## config.mk

```make
export PLATFORM = sky130hd
export DESIGN_NAME = parity_serializer
export DESIGN_NICKNAME = d
export VERILOG_FILES = /design/src/rtl/parity_serializer.sv
export SDC_FILE = /design/constraint.sdc
export NUM_CORES = 1
export LEC_CHECK = 0
export ABC_AREA = 0
export ABC_CLOCK_PERIOD_IN_PS = 4000
export CAP_MARGIN = 20
export CORE_UTILIZATION = 45
export DETAILED_ROUTE_END_ITERATION = 8
export PLACE_DENSITY_LB_ADDON = 0.05
export SYNTH_ARGS = -nofsm -noshare
export SYNTH_HDL_FRONTEND = slang
export SYNTH_SLANG_ARGS = --single-unit
```

## constraint.sdc

```tcl
create_clock -name clk -period 4 [get_ports clk]
set_input_delay 0.8 -clock clk [delete_from_list [all_inputs] [get_ports clk]]
set_output_delay 0.8 -clock clk [all_outputs]
set_load 0.02 [all_outputs]
```

## src/rtl/parity_serializer.sv

```systemverilog
// ---------------------------------------------------------------------------
// parity_serializer
//
// Takes a 9-bit word together with the two outputs of an external 9-bit
// parity generator and sends it out as a 12-bit asynchronous-style frame:
//   start bit (0), data bits 0..8 LSB first, one parity bit, stop bit (1).
// Each bit is held on the line for BIT_CYCLES clock cycles.
//
// The parity bit is not recomputed here. It is taken from the generator:
// odd_in when PARITY_SEL = 0 (even-parity frame), or even_in when
// PARITY_SEL = 1 (odd-parity frame). A healthy generator always presents
// even_in != odd_in. When both inputs are equal at capture, the capture is
// counted as faulty, but the frame is still sent.
//
// Parameters
//   PARITY_SEL  0 = send odd_in as the parity bit, 1 = send even_in
//   BIT_CYCLES  clock cycles per serial bit, 1..255
//
// Ports
//   clk        in   rising-edge clock
//   clr        in   synchronous active-high reset, has priority over start
//   start      in   frame request, sampled only while ready = 1
//   data_in    in   9-bit word to transmit
//   even_in    in   parity generator "even number of ones" output
//   odd_in     in   parity generator "odd number of ones" output
//   ready      out  idle and able to accept start
//   tx_out     out  registered serial line, idles high
//   done       out  one-cycle pulse in the idle cycle that follows a frame
//   fault      out  sticky: some capture had even_in == odd_in
//   fault_cnt  out  number of faulty captures, saturates at 15
// ---------------------------------------------------------------------------
module parity_serializer #(
  parameter int PARITY_SEL = 0,
  parameter int BIT_CYCLES = 1
) (
  input  logic       clk,
  input  logic       clr,
  input  logic       start,
  input  logic [8:0] data_in,
  input  logic       even_in,
  input  logic       odd_in,
  output logic       ready,
  output logic       tx_out,
  output logic       done,
  output logic       fault,
  output logic [3:0] fault_cnt
);

  typedef enum logic [2:0] {
    IDLE,
    START,
    DATA,
    PARITY,
    STOP
  } state_e;

  // Value of the bit-cycle counter in the last cycle of every serial bit.
  localparam logic [7:0] LastBitCycle = 8'(BIT_CYCLES - 1);
  // The bit index counts data bits 0..8. The parity bit follows index 8.
  localparam logic [3:0] LastDataIdx  = 4'd8;
  localparam logic [3:0] FaultCntMax  = 4'hF;

  state_e     state_q,    state_d;
  logic [7:0] bitCnt_q,   bitCnt_d;
  logic [3:0] bitIdx_q,   bitIdx_d;
  logic [8:0] shift_q,    shift_d;
  logic       parity_q,   parity_d;
  logic       tx_q,       tx_d;
  logic       done_q,     done_d;
  logic       fault_q,    fault_d;
  logic [3:0] faultCnt_q, faultCnt_d;

  logic bitEnd;
  logic selParity;
  logic parityBad;

  // Combinational helpers used by the next-state logic. bitEnd marks the
  // final cycle of the serial bit now on the line. selParity is the
  // generator output this instance sends as its parity bit. parityBad is
  // the consistency check made at capture.
  assign bitEnd    = (bitCnt_q == LastBitCycle);
  assign selParity = (PARITY_SEL != 0) ? even_in : odd_in;
  assign parityBad = (even_in == odd_in);

  // Next-state and next-output logic.
  //
  // tx_out comes straight from a flop. Each branch therefore computes the
  // line value for the *next* cycle. This is why the accepting edge already
  // loads the start bit (0), and why every bit boundary loads the following
  // bit. The data word is held in a shift register. The next data bit to
  // send is always shift_q[1], and shift_q[0] is the bit now on the line.
  //
  // The bit-cycle counter runs in every non-idle state and wraps at each
  // bit boundary. In IDLE, the counter and the bit index are held at zero.
  // As a result, every frame starts its START bit with a fresh count.
  always_comb begin
    state_d    = state_q;
    bitCnt_d   = bitCnt_q;
    bitIdx_d   = bitIdx_q;
    shift_d    = shift_q;
    parity_d   = parity_q;
    tx_d       = tx_q;
    done_d     = 1'b0;
    fault_d    = fault_q;
    faultCnt_d = faultCnt_q;

    if (state_q != IDLE) begin
      bitCnt_d = bitEnd ? 8'd0 : bitCnt_q + 8'd1;
    end

    unique case (state_q)
      IDLE: begin
        tx_d     = 1'b1;
        bitCnt_d = 8'd0;
        bitIdx_d = 4'd0;
        if (start) begin
          state_d  = START;
          shift_d  = data_in;
          parity_d = selParity;
          tx_d     = 1'b0;
          // A faulty capture still produces a frame. Only the flags record it.
          if (parityBad) begin
            fault_d = 1'b1;
            if (faultCnt_q != FaultCntMax) begin
              faultCnt_d = faultCnt_q + 4'd1;
            end
          end
        end
      end

      START: begin
        if (bitEnd) begin
          state_d  = DATA;
          bitIdx_d = 4'd0;
          tx_d     = shift_q[0];
        end
      end

      DATA: begin
        if (bitEnd) begin
          if (bitIdx_q == LastDataIdx) begin
            state_d = PARITY;
            tx_d    = parity_q;
          end else begin
            bitIdx_d = bitIdx_q + 4'd1;
            shift_d  = {1'b0, shift_q[8:1]};
            tx_d     = shift_q[1];
          end
        end
      end

      PARITY: begin
        if (bitEnd) begin
          state_d = STOP;
          tx_d    = 1'b1;
        end
      end

      STOP: begin
        // The idle cycle entered here is also the done cycle. A start seen
        // in that cycle is accepted, so frames can follow back-to-back.
        if (bitEnd) begin
          state_d = IDLE;
          tx_d    = 1'b1;
          done_d  = 1'b1;
        end
      end

      default: begin
        state_d = IDLE;
        tx_d    = 1'b1;
      end
    endcase
  end

  // State and output registers. clr is checked first. This aborts any frame
  // in flight, returns the line to idle-high without a done pulse, and
  // blocks acceptance of a start seen on the same edge.
  always_ff @(posedge clk) begin
    if (clr) begin
      state_q    <= IDLE;
      bitCnt_q   <= 8'd0;
      bitIdx_q   <= 4'd0;
      shift_q    <= 9'd0;
      parity_q   <= 1'b0;
      tx_q       <= 1'b1;
      done_q     <= 1'b0;
      fault_q    <= 1'b0;
      faultCnt_q <= 4'd0;
    end else begin
      state_q    <= state_d;
      bitCnt_q   <= bitCnt_d;
      bitIdx_q   <= bitIdx_d;
      shift_q    <= shift_d;
      parity_q   <= parity_d;
      tx_q       <= tx_d;
      done_q     <= done_d;
      fault_q    <= fault_d;
      faultCnt_q <= faultCnt_d;
    end
  end

  // ready depends only on the state register, so it has no path from any
  // input. The other outputs are flops driven directly.
  assign ready     = (state_q == IDLE);
  assign tx_out    = tx_q;
  assign done      = done_q;
  assign fault     = fault_q;
  assign fault_cnt = faultCnt_q;

endmodule
```

==> reports/results.tsv <==
stage	metric	value	unit
synth	synth_fa_ha_area_share	3.77	%
cells_and_area	fillerInstances	339	
power_and_ir_drop	seq_power_share	47.5	%
timing	hold_violations	0	
clock_tree	ctsResizeCount	0	
placement	place_hpwl	2.43	mm
timing	max-slew-margin-rel	33.5	%
setup_path	cp-end-kind	output port	
timing	fin_crit	2.80	ns
global_route	grt_pass1_wl	6.10	mm
synth	synthArstFlopShare	0	%
synth	synth.avg_cell_area	8.18	um^2
clock_tree	cts_sinks	32	
route	vias_per_cell	5.56	
route	drtIter0Drc	75	
setup_path	crit_path_max_fanout	16	
clock_tree	cts.path.max_buffers	2	
setup_path	r2r_setup_slack	1.66	ns
route	totalWireLength	3.47	mm
clock_tree	hold_buffers	0	
route	post-route-drc-count	0	
global_route	antenna_found_initial	0	
synth	synth-seq-cells	32	
clock_tree	cts_buffers	5	
setup_path	cp_cell_sequence	or3_1 > inv_2 > clkdlybuf4s50_1	
cells_and_area	final_cell_count_no_fill	267	
power_and_ir_drop	p_sw_share	28.5	%
power_and_ir_drop	power.density	392	nW/um^2
job	maxCapViolCount	0	
min_path	hp-class	flop to flop	
power_and_ir_drop	switchingPower	222	uW
setup_path	crit_path_top_delay_cell	clkdlybuf4s50_1	
synth	synth_top_family_by_area	simple AND/OR/NAND/NOR gates	
setup_path	r2r_cells	4	
synth	synth_edf_count	0	
setup_path	slowest_delay	0.60	ns
placement	placed_area	1890	um^2
timing	timing.fmax	0.357	GHz
setup_path	path_class	flop to output port	
cells_and_area	area_delta_synth_final	19.4	%
clock_tree	postCtsSetupBuffers	0	
clock_tree	cts_tree	built	
timing	final_max_slew_viol_count	0	
setup_path	crit_required	3.20	ns
timing	hold-worst-slack	0.454	ns
clock_tree	cts.reportedPaths.clkPinSlew	0.06	ns
timing	worst_slack	1.20	ns
timing	tns	0	ns
power_and_ir_drop	pwr-share-comb	20.2	%
setup_path	crit_end	ready	
power_and_ir_drop	vdd_drop_max	0.259	mV
cells_and_area	stdcell_area	1980	um^2
synth	synthCells	203	
die	die_w	62.7	um
cells_and_area	final_layout_size_suffix_gt1_share	7.24	%
die	io_pins	22	
route	first_pass_iters	4	
outcome	outcome	finished, final reports clean	
global_route	grt_overflow	0	
power_and_ir_drop	internal_power	556	uW
synth	synth-xor-area-share	5.28	%
timing	setup_viol	0	
die	initial_core_util	48.2	%
timing	post-route-period-util	70.0	%
global_route	grtUsageTotal	19.7	%
setup_path	worst_setup_path_start_kind	flop	
die	core	3440	um^2
cells_and_area	antenna_cells	0	
power_and_ir_drop	power_leakage	0.000740	uW
timing	rsz0062_at_grt	false	
synth	yosysWarnings	0	
route	postRouteAntennaNets	0	
timing	tightest_slew	0.994	ns
power_and_ir_drop	clkPwrFrac	32.4	%
die	dieArea	3940	um^2
synth	muxShareOfSynthArea	2.49	%
synth	synthSimpleGateAreaFrac	25.2	%
setup_path	cp.arrival	2.00	ns
clock_tree	insertion_delay	0.28	ns
placement	dp_cells	259	
synth	syn_nets	222	
die	die-height	62.7	um
synth	ys_seq_area_share	38.6	%
timing	skew	0.00645	ns
synth	netlist_area	1660	um^2
route	vias	1485	
placement	place_ws	1.37	ns
placement	gp_congestion	0.773	
synth	synth_ff_type	dfxtp_1	
placement	port_buffers	21	
clock_tree	root_buffer	clkbuf_8	
die	rows	21	
setup_path	worstReg2RegStart	state_q[1]$_SDFFE_PP0P_	
setup_path	reg2reg_to	shift_q[7]$_SDFFE_PP0P_	
synth	ys_types	39	
cells_and_area	nets	239	
setup_path	critPathLaunch	state_q[2]$_SDFFE_PP0P_	
synth	synth_compound_area_share	20.3	%
global_route	grt_max_degree	29	
global_route	grt_pass1_vias	1423	
route	routedWlPerCell	13.0	um
clock_tree	htree_levels	2	
registers in the layout, summed over array words and instances (netlist names):
| signal | flops |
|---|---|
| state_q | 3 |
| fault_cnt | 4 |
| fault | 1 |
| parity_q | 1 |
| shift_q | 9 |
| tx_out | 1 |
| done | 1 |
| bitCnt_q | 8 |
| bitIdx_q | 4 |
stage by stage:
stage | total power [uW] | util (%)
after floorplan | 478 | -
after global placement | 527 | 55.0
after detailed placement | 532 | 55.0
after CTS | 790 | 57.6
after global routing | 825 | 57.6
final | 777 | 57.6
final cells by class:
type / count / area (um^2) / area share, %
clock buffers: 8 / 90.1 / 4.54
multi-input cells: 152 / 947 / 47.8
well taps: 46 / 57.6 / 2.90
flip-flops and latches: 32 / 641 / 32.3
repair buffers: 23 / 225 / 11.4
inverters: 6 / 22.5 / 1.14
synthesized netlist by cell type (2+ instances only):
cell,count,area [um^2]
dfxtp_1,32,641
nand2_1,22,82.6
nor2_1,21,78.8
a21oi_1,17,85.1
clkbuf_1,12,45.0
o21ai_1,10,50.1
a211o_1,9,78.8
nand3_1,9,45.0
xor2_1,8,70.1
o21ai_0,6,30.0
ha_1,5,62.6
inv_1,5,18.8
nand4_1,5,31.3
and3_1,4,25.0
a211oi_1,3,22.5
a31oi_1,3,18.8
mux2i_1,3,30.0
or3_1,3,18.8
nand2b_1,2,12.5
nor3_1,2,10.0
nor3b_1,2,15.0
nor4b_4,2,47.6
xnor2_1,2,17.5
worst min path at each step:
stage,startpoint,end,depth (start not counted)
detailed placement,bitCnt_q[0]$_SDFFE_PP0N_,bitCnt_q[0]$_SDFFE_PP0N_,1
global placement,bitCnt_q[0]$_SDFFE_PP0N_,bitCnt_q[0]$_SDFFE_PP0N_,1
global route,bitCnt_q[0]$_SDFFE_PP0N_,bitCnt_q[0]$_SDFFE_PP0N_,1
finish,bitCnt_q[0]$_SDFFE_PP0N_,bitCnt_q[0]$_SDFFE_PP0N_,1
floorplan,bitCnt_q[0]$_SDFFE_PP0N_,bitCnt_q[0]$_SDFFE_PP0N_,1
CTS,bitCnt_q[0]$_SDFFE_PP0N_,bitCnt_q[0]$_SDFFE_PP0N_,1
power groups by stage:
stage | logic [uW] | clock network [uW] | registers (uW)
3_3_place_gp | 153 | 0 | 375
3_5_place_dp | 157 | 0 | 376
5_1_grt | 174 | 279 | 372
4_1_cts | 158 | 264 | 368
6_report | 157 | 252 | 369
2_1_floorplan | 111 | 0 | 367
placed cells by master, fill, tap and decap left out, drive strengths merged, types with 5 or more instances in the layout:
master,count
inv,6
nand2,23
a21oi,18
clkdlybuf4s50,21
nand4,5
nor2,21
a211o,9
nand3,9
o21ai,16
ha,5
xor2,8
dfxtp,32
clkbuf,8
logic make-up (layout without fill, tap and decap cells):
| family | after synthesis | after routing |
|---|---|---|
| simple gates | 79 | 79 |
| compound gates | 54 | 54 |
| flops | 32 | 32 |
| buf+inv | 19 | 37 |
| xor+xnor | 10 | 10 |
| fa+ha+maj | 5 | 5 |
| mux | 4 | 4 |
critical path: cells and delay by family (launching register included):
| family | cells | cell delay (ns) |
|---|---|---|
| buf+inv | 2 | 0.70 |
| flops | 1 | 0.49 |
| simple gates | 1 | 0.54 |
per-layer routing:
layer  routed length, um  global-route usage (%)
met5                   0                       0
met3                 132                    6.20
met2                1700                    32.6
met1                1620                    24.3
met4                  19                    6.10
Note: power is estimated with default switching activity, not from simulation.
